### src/rtl/crack_scheduler.sv
// Round-robin chunk dispatcher for parallel ARC4 crack engines; stops dispatching on the first hit and drains.
// Optional build macro CRACK_SCHED_ABORT_EN adds core_abort to cut the drain short.
module crack_scheduler #(
  parameter int NUM_CORES  = 2,
  parameter int CHUNK_LOG2 = 20,
  parameter int KEY_W      = 24
) (
  input  logic                         clk,
  input  logic                         rst_n,
  input  logic                         en,
  output logic                         rdy,
  output logic [KEY_W-1:0]             key,
  output logic                         key_valid,
  output logic [NUM_CORES-1:0]         core_en,
  input  logic [NUM_CORES-1:0]         core_rdy,
  output logic [NUM_CORES*KEY_W-1:0]   core_start_key,
  output logic [NUM_CORES*KEY_W-1:0]   core_end_key,
  input  logic [NUM_CORES-1:0]         core_found,
  input  logic [NUM_CORES*KEY_W-1:0]   core_key
`ifdef CRACK_SCHED_ABORT_EN
  ,
  output logic [NUM_CORES-1:0]         core_abort
`endif
);

  localparam int unsigned NC    = NUM_CORES;
  localparam int          PTR_W = (NUM_CORES > 1) ? $clog2(NUM_CORES) : 1;
  localparam logic [KEY_W:0]   CHUNK   = {{KEY_W{1'b0}}, 1'b1} << CHUNK_LOG2;
  localparam logic [KEY_W:0]   KEY_MAX = {1'b0, {KEY_W{1'b1}}};
  localparam logic [KEY_W+1:0] ONE     = {{(KEY_W+1){1'b0}}, 1'b1};

  typedef enum logic [1:0] {IDLE, RUN, DRAIN} state_t;
  state_t state, state_next;

  logic [NUM_CORES-1:0] busy, seen_low, complete, remaining, eligible, disp_sel;
  logic [KEY_W:0]       next_key;
  logic [PTR_W-1:0]     rr_ptr, ptr_next;
  logic                 hit_any, disp_any, disp_ok;
  logic [KEY_W-1:0]     hit_key, end_key;
  logic [KEY_W+1:0]     end_sum;

  // A core has finished only once it has been seen leaving rdy after its start pulse.
  assign complete  = busy & seen_low & core_rdy;
  assign remaining = busy & ~complete;
  assign eligible  = ~busy & core_rdy;
  assign rdy       = (state == IDLE);

  assign end_sum = {1'b0, next_key} + {1'b0, CHUNK} - ONE;
  assign end_key = (end_sum > {1'b0, KEY_MAX}) ? KEY_MAX[KEY_W-1:0] : end_sum[KEY_W-1:0];

`ifdef CRACK_SCHED_ABORT_EN
  assign core_abort = (state == DRAIN) ? busy : '0;
`endif

  always_comb begin
    hit_any = 1'b0;
    hit_key = '0;
    for (int unsigned i = 0; i < NC; i++) begin
      if (!hit_any && complete[i] && core_found[i]) begin
        hit_any = 1'b1;
        hit_key = core_key[i*KEY_W +: KEY_W];
      end
    end
  end

  // Rotating priority: first scan cores at or above rr_ptr, then wrap to those below it.
  always_comb begin
    disp_any = 1'b0;
    disp_sel = '0;
    ptr_next = rr_ptr;
    for (int unsigned i = 0; i < NC; i++) begin
      if (!disp_any && eligible[i] && i >= 32'(rr_ptr)) begin
        disp_any    = 1'b1;
        disp_sel[i] = 1'b1;
        ptr_next    = (i == NC - 1) ? '0 : PTR_W'(i + 1);
      end
    end
    for (int unsigned i = 0; i < NC; i++) begin
      if (!disp_any && eligible[i] && i < 32'(rr_ptr)) begin
        disp_any    = 1'b1;
        disp_sel[i] = 1'b1;
        ptr_next    = (i == NC - 1) ? '0 : PTR_W'(i + 1);
      end
    end
  end

  always_comb begin
    state_next = state;
    disp_ok    = 1'b0;
    case (state)
      IDLE: begin
        if (en) state_next = RUN;
      end
      RUN: begin
        disp_ok = !hit_any && !next_key[KEY_W] && disp_any;
        if (hit_any)
          state_next = DRAIN;
        else if (next_key[KEY_W] && remaining == '0)
          state_next = IDLE;
      end
      DRAIN: begin
        if (remaining == '0) state_next = IDLE;
      end
      default: state_next = IDLE;
    endcase
  end

  always_ff @(posedge clk or negedge rst_n) begin
    if (!rst_n) state <= IDLE;
    else        state <= state_next;
  end

  always_ff @(posedge clk or negedge rst_n) begin
    if (!rst_n) begin
      key            <= '0;
      key_valid      <= 1'b0;
      core_en        <= '0;
      core_start_key <= '0;
      core_end_key   <= '0;
      busy           <= '0;
      seen_low       <= '0;
      next_key       <= '0;
      rr_ptr         <= '0;
    end else begin
      core_en  <= '0;
      busy     <= remaining | (disp_ok ? disp_sel : '0);
      seen_low <= (seen_low | (busy & ~core_rdy)) & ~complete;
      if (disp_ok) begin
        core_en  <= disp_sel;
        next_key <= next_key + CHUNK;
        rr_ptr   <= ptr_next;
        for (int unsigned i = 0; i < NC; i++) begin
          if (disp_sel[i]) begin
            core_start_key[i*KEY_W +: KEY_W] <= next_key[KEY_W-1:0];
            core_end_key[i*KEY_W +: KEY_W]   <= end_key;
          end
        end
      end
      if (state == IDLE && en) begin
        key_valid <= 1'b0;
        next_key  <= '0;
        rr_ptr    <= '0;
      end
      if (state == RUN && hit_any) begin
        key       <= hit_key;
        key_valid <= 1'b1;
      end
    end
  end

endmodule

### config.mk
export PLATFORM = sky130hd
export DESIGN_NAME = crack_scheduler
export DESIGN_NICKNAME = d
export VERILOG_FILES = /design/src/rtl/crack_scheduler.sv
export SDC_FILE = /design/constraint.sdc
export NUM_CORES = 1
export LEC_CHECK = 0
export CAP_MARGIN = 10
export CORE_MARGIN = 2
export CORE_UTILIZATION = 38
export DETAILED_ROUTE_END_ITERATION = 6
export PLACE_DENSITY_LB_ADDON = 0.2
export SETUP_SLACK_MARGIN = 0.5
export SYNTH_ARGS = -nofsm -noshare
export SYNTH_HDL_FRONTEND = slang
export SYNTH_SLANG_ARGS = --single-unit
### constraint.sdc
create_clock -name clk -period 2.1 [get_ports clk]
set_clock_uncertainty 0.15 [all_clocks]
set_input_delay 0.21 -clock clk [delete_from_list [all_inputs] [get_ports clk]]
set_output_delay 0.21 -clock clk [all_outputs]
set_load 0.1 [all_outputs]
==> results by group <==
Timing
  • Period utilisation layout: 0.858
  • Setup ws final: 0.299 ns
  • Final hold slack: 0.148 ns
  • Maximum clock rate: 0.555 GHz
  • RSZ-0062 raised after global routing: yes
  • Min cycle time layout: 1.80 ns
  • Finish-stage setup viols: 0
  • Final-report hold violation count: 0
  • Slew Viols, Final: 0

Cells and area
  • Layout cells sized above 1: 0.517
  • Sequential Area: 0.00144 mm^2
  • Area Growth Syn to Fin: 69.1%
  • Area of the multi-input gates: 0.00146 mm^2
  • Number of fill cells: 600
  • Nets@finish: 482
  • Antenna cells: 0

Place
  • Placer Congestion: 0.730
  • Post-DP HPWL: 5.02 mm
  • Port-buffer cells: 138
  • Place WS: -0.0766 ns

Route
  • ANT nets after route: 0
  • Wire per inst: 14.5 um
  • Metal2 WL: 4.12 mm
  • Post-route DRC: 0
  • Via count: 2435
  • DRT Pass-1 Iters: 2
  • Iter 0 DRT Violations: 98
  • Top layer in use: met4
  • Post-Route WL: 7.73 mm
  • Metal1 wirelength: 2.98 mm
  • Vias/cell: 4.57
  • Metal3 WL: 502 um

Clocking
  • Number of buffers created by CTS: 9
  • Deepest level of the CTS H-tree: 3
  • Clock Latency Late Sink: 0.33 ns
  • CTS tree: yes
  • Clock Sink Count: 57
  • CTS clk-pin slew, worst paths: 0.07 ns
  • Clock tree buffer depth: 2
  • Root cell of the clock tree: clkbuf_8

Synthesis
  • Synthesized flop and latch total: 57
  • Mapped Area: 0.00303 mm^2
  • Area contributors post-synth: dfrtp_1 (47%), buf_4 (20%), o22ai_1 (5.0%)
  • Post-Syn Instances: 289
  • Area share of the largest cell type after synthesis: 0.471
  • Post-synth EDFFs: 0
  • Top-count cell post-synth: buf_4
  • Commonest cells post-synth: buf_4 (79), dfrtp_1 (57), a21oi_1 (28)
  • Synth Area in Compound Gates: 0.136
  • Adder-Cell Fraction of Synth Area: 0.00414
  • Seq/Total Area, Yosys: 0.471
  • Largest family of logic cells by synthesized area: buffers and inverters
  • Syn_area_per_cell: 10.5 um^2
  • Top FF cell, synth: dfrtp_1
  • Post-synthesis simple-gate area fraction: 0.0897
  • Ys async rst share: 1.00
  • Multiplexer area fraction after synthesis: 0.0782
  • XOR/XNOR Fraction of Synth Area: 0
  • Netlist cell types: 37
  • Area leader, netlist: dfrtp_1
  • Synth Warn #: 0

Worst setup path
  • Setup CP Type: register to register
  • Startpoint types: register
  • Worst Path Required: 2.16 ns
  • WP data arrival: 1.86 ns
  • FF-to-FF path depth: 5
  • Crit end category: register
  • CP Max Fanout: 7

Global routing
  • Largest net degree at the start of global routing: 31
  • Remaining Overflow, GRT: 0
  • Tot GR Track Use: 0.180
  • First-pass GRT wire length: 12.1 mm
  • Vias in the first global route: 2448
  • Initial antenna violation count: 0

Flow run
  • Max Cap Viol: 0

Worst hold path
  • Hold/Removal Path Class: primary input to async pin

Floorplanning
  • Core area: 0.00773 mm^2
  • # rows: 32
  • I/O pins: 179
  • Starting Density: 0.392
  • Die height: 93.2 um
  • Die ar.: 0.00869 mm^2
  • Die W: 93.2 um

Outcome
  • Result of the run: completed
==> worst max-delay path, cell delays in order, from the launching register on <==
cell      delay (ns)
dfrtp_2         0.44
nand2b_1        0.19
a21o_1          0.22
nor3_4          0.22
buf_12          0.17
mux2_4          0.29
==> through the flow <==
stage / std cells / TNS (ns) / util / cell area (um^2)
6_report: 533 / 0 / 0.662 / 5120
2_1_floorplan: 328 / 0 / - / 3230
4_1_cts: 527 / 0 / 0.619 / 4790
3_5_place_dp: 491 / -0.473 / 0.523 / 4040
3_3_place_gp: 491 / -0.158 / 0.523 / 4040
5_1_grt: 533 / 0 / 0.662 / 5120
==> kinds of logic (layout without fill, tap and decap cells) <==
| family | after synthesis | after routing |
|---|---|---|
| DFF | 57 | 57 |
| other | 1 | 40 |
| muxes | 19 | 19 |
| AOI/OAI and AO/OA | 66 | 66 |
| adders and majority gates | 1 | 1 |
| buffers and inverters | 92 | 195 |
| and+or+nand+nor | 53 | 53 |
==> repair_timing <==
| action | CTS | global route |
|---|---|---|
| buffers inserted | 15 | 6 |
| gates resized for setup | 75 | 67 |
| cloned | 4 | 0 |
| hold endpoints to repair | 57 | 0 |
| pin swaps | 3 | 6 |
| hold buffers | 1 | 0 |
| endpoints found under the setup margin | 90 | 58 |
==> layer usage <==
layer,GRT usage,up-vias
met1,0.217,1162
met5,0,-
met3,0.0500,11
li1,-,1164
met4,0.0662,0
met2,0.308,98
==> placed cells by master (no fill, tap or decap), types with 3 or more instances in the layout <==
master / n
buf_4: 60
buf_16: 3
mux2_4: 15
a21oi_1: 4
buf_8: 3
o22ai_1: 24
mux2i_1: 3
a21oi_2: 24
buf_12: 13
clkbuf_8: 13
nor2_4: 24
dfrtp_2: 3
nand2b_1: 3
buf_6: 42
conb_1: 40
dfrtp_1: 52
nand2_1: 5
clkdlybuf4s50_1: 52
a21o_1: 5
==> final cells by class <==
| cell class | count | share of cell area |
|---|---|---|
| repair buffers | 177 | 0.369 |
| flip-flops and latches | 57 | 0.281 |
| well taps | 102 | 0.0249 |
| multi-input cells | 179 | 0.286 |
| clock buffers | 14 | 0.0357 |
| clock inverters | 2 | 0.00196 |
| inverters | 2 | 0.00147 |
==> flip-flops by register name, summed over array words and instances (netlist names) <==
register / cells
key: 24
core_end_key: 10
core_start_key: 8
next_key: 5
busy: 2
core_en: 2
seen_low: 2
state: 2
key_valid: 1
rr_ptr: 1
==> worst paths after layout <==
| path | endpoint | startpoint | slack (ns) |
|---|---|---|---|
| min reg2reg | key_valid | key_valid | 0.33 |
| min in group clk | seen_low[1] | core_rdy[1] | 0.15 |
| max reg2reg | core_end_key[45] | busy[1] | 0.30 |
| max in group asynchronous | core_end_key[43] | rst_n | 1.11 |
| max | core_end_key[45] | busy[1] | 0.30 |
| min | core_end_key[21] | rst_n | 0.15 |
Power is not shown: default switching activity piles up to over one toggle a cycle in this logic, so the estimate is an artifact.
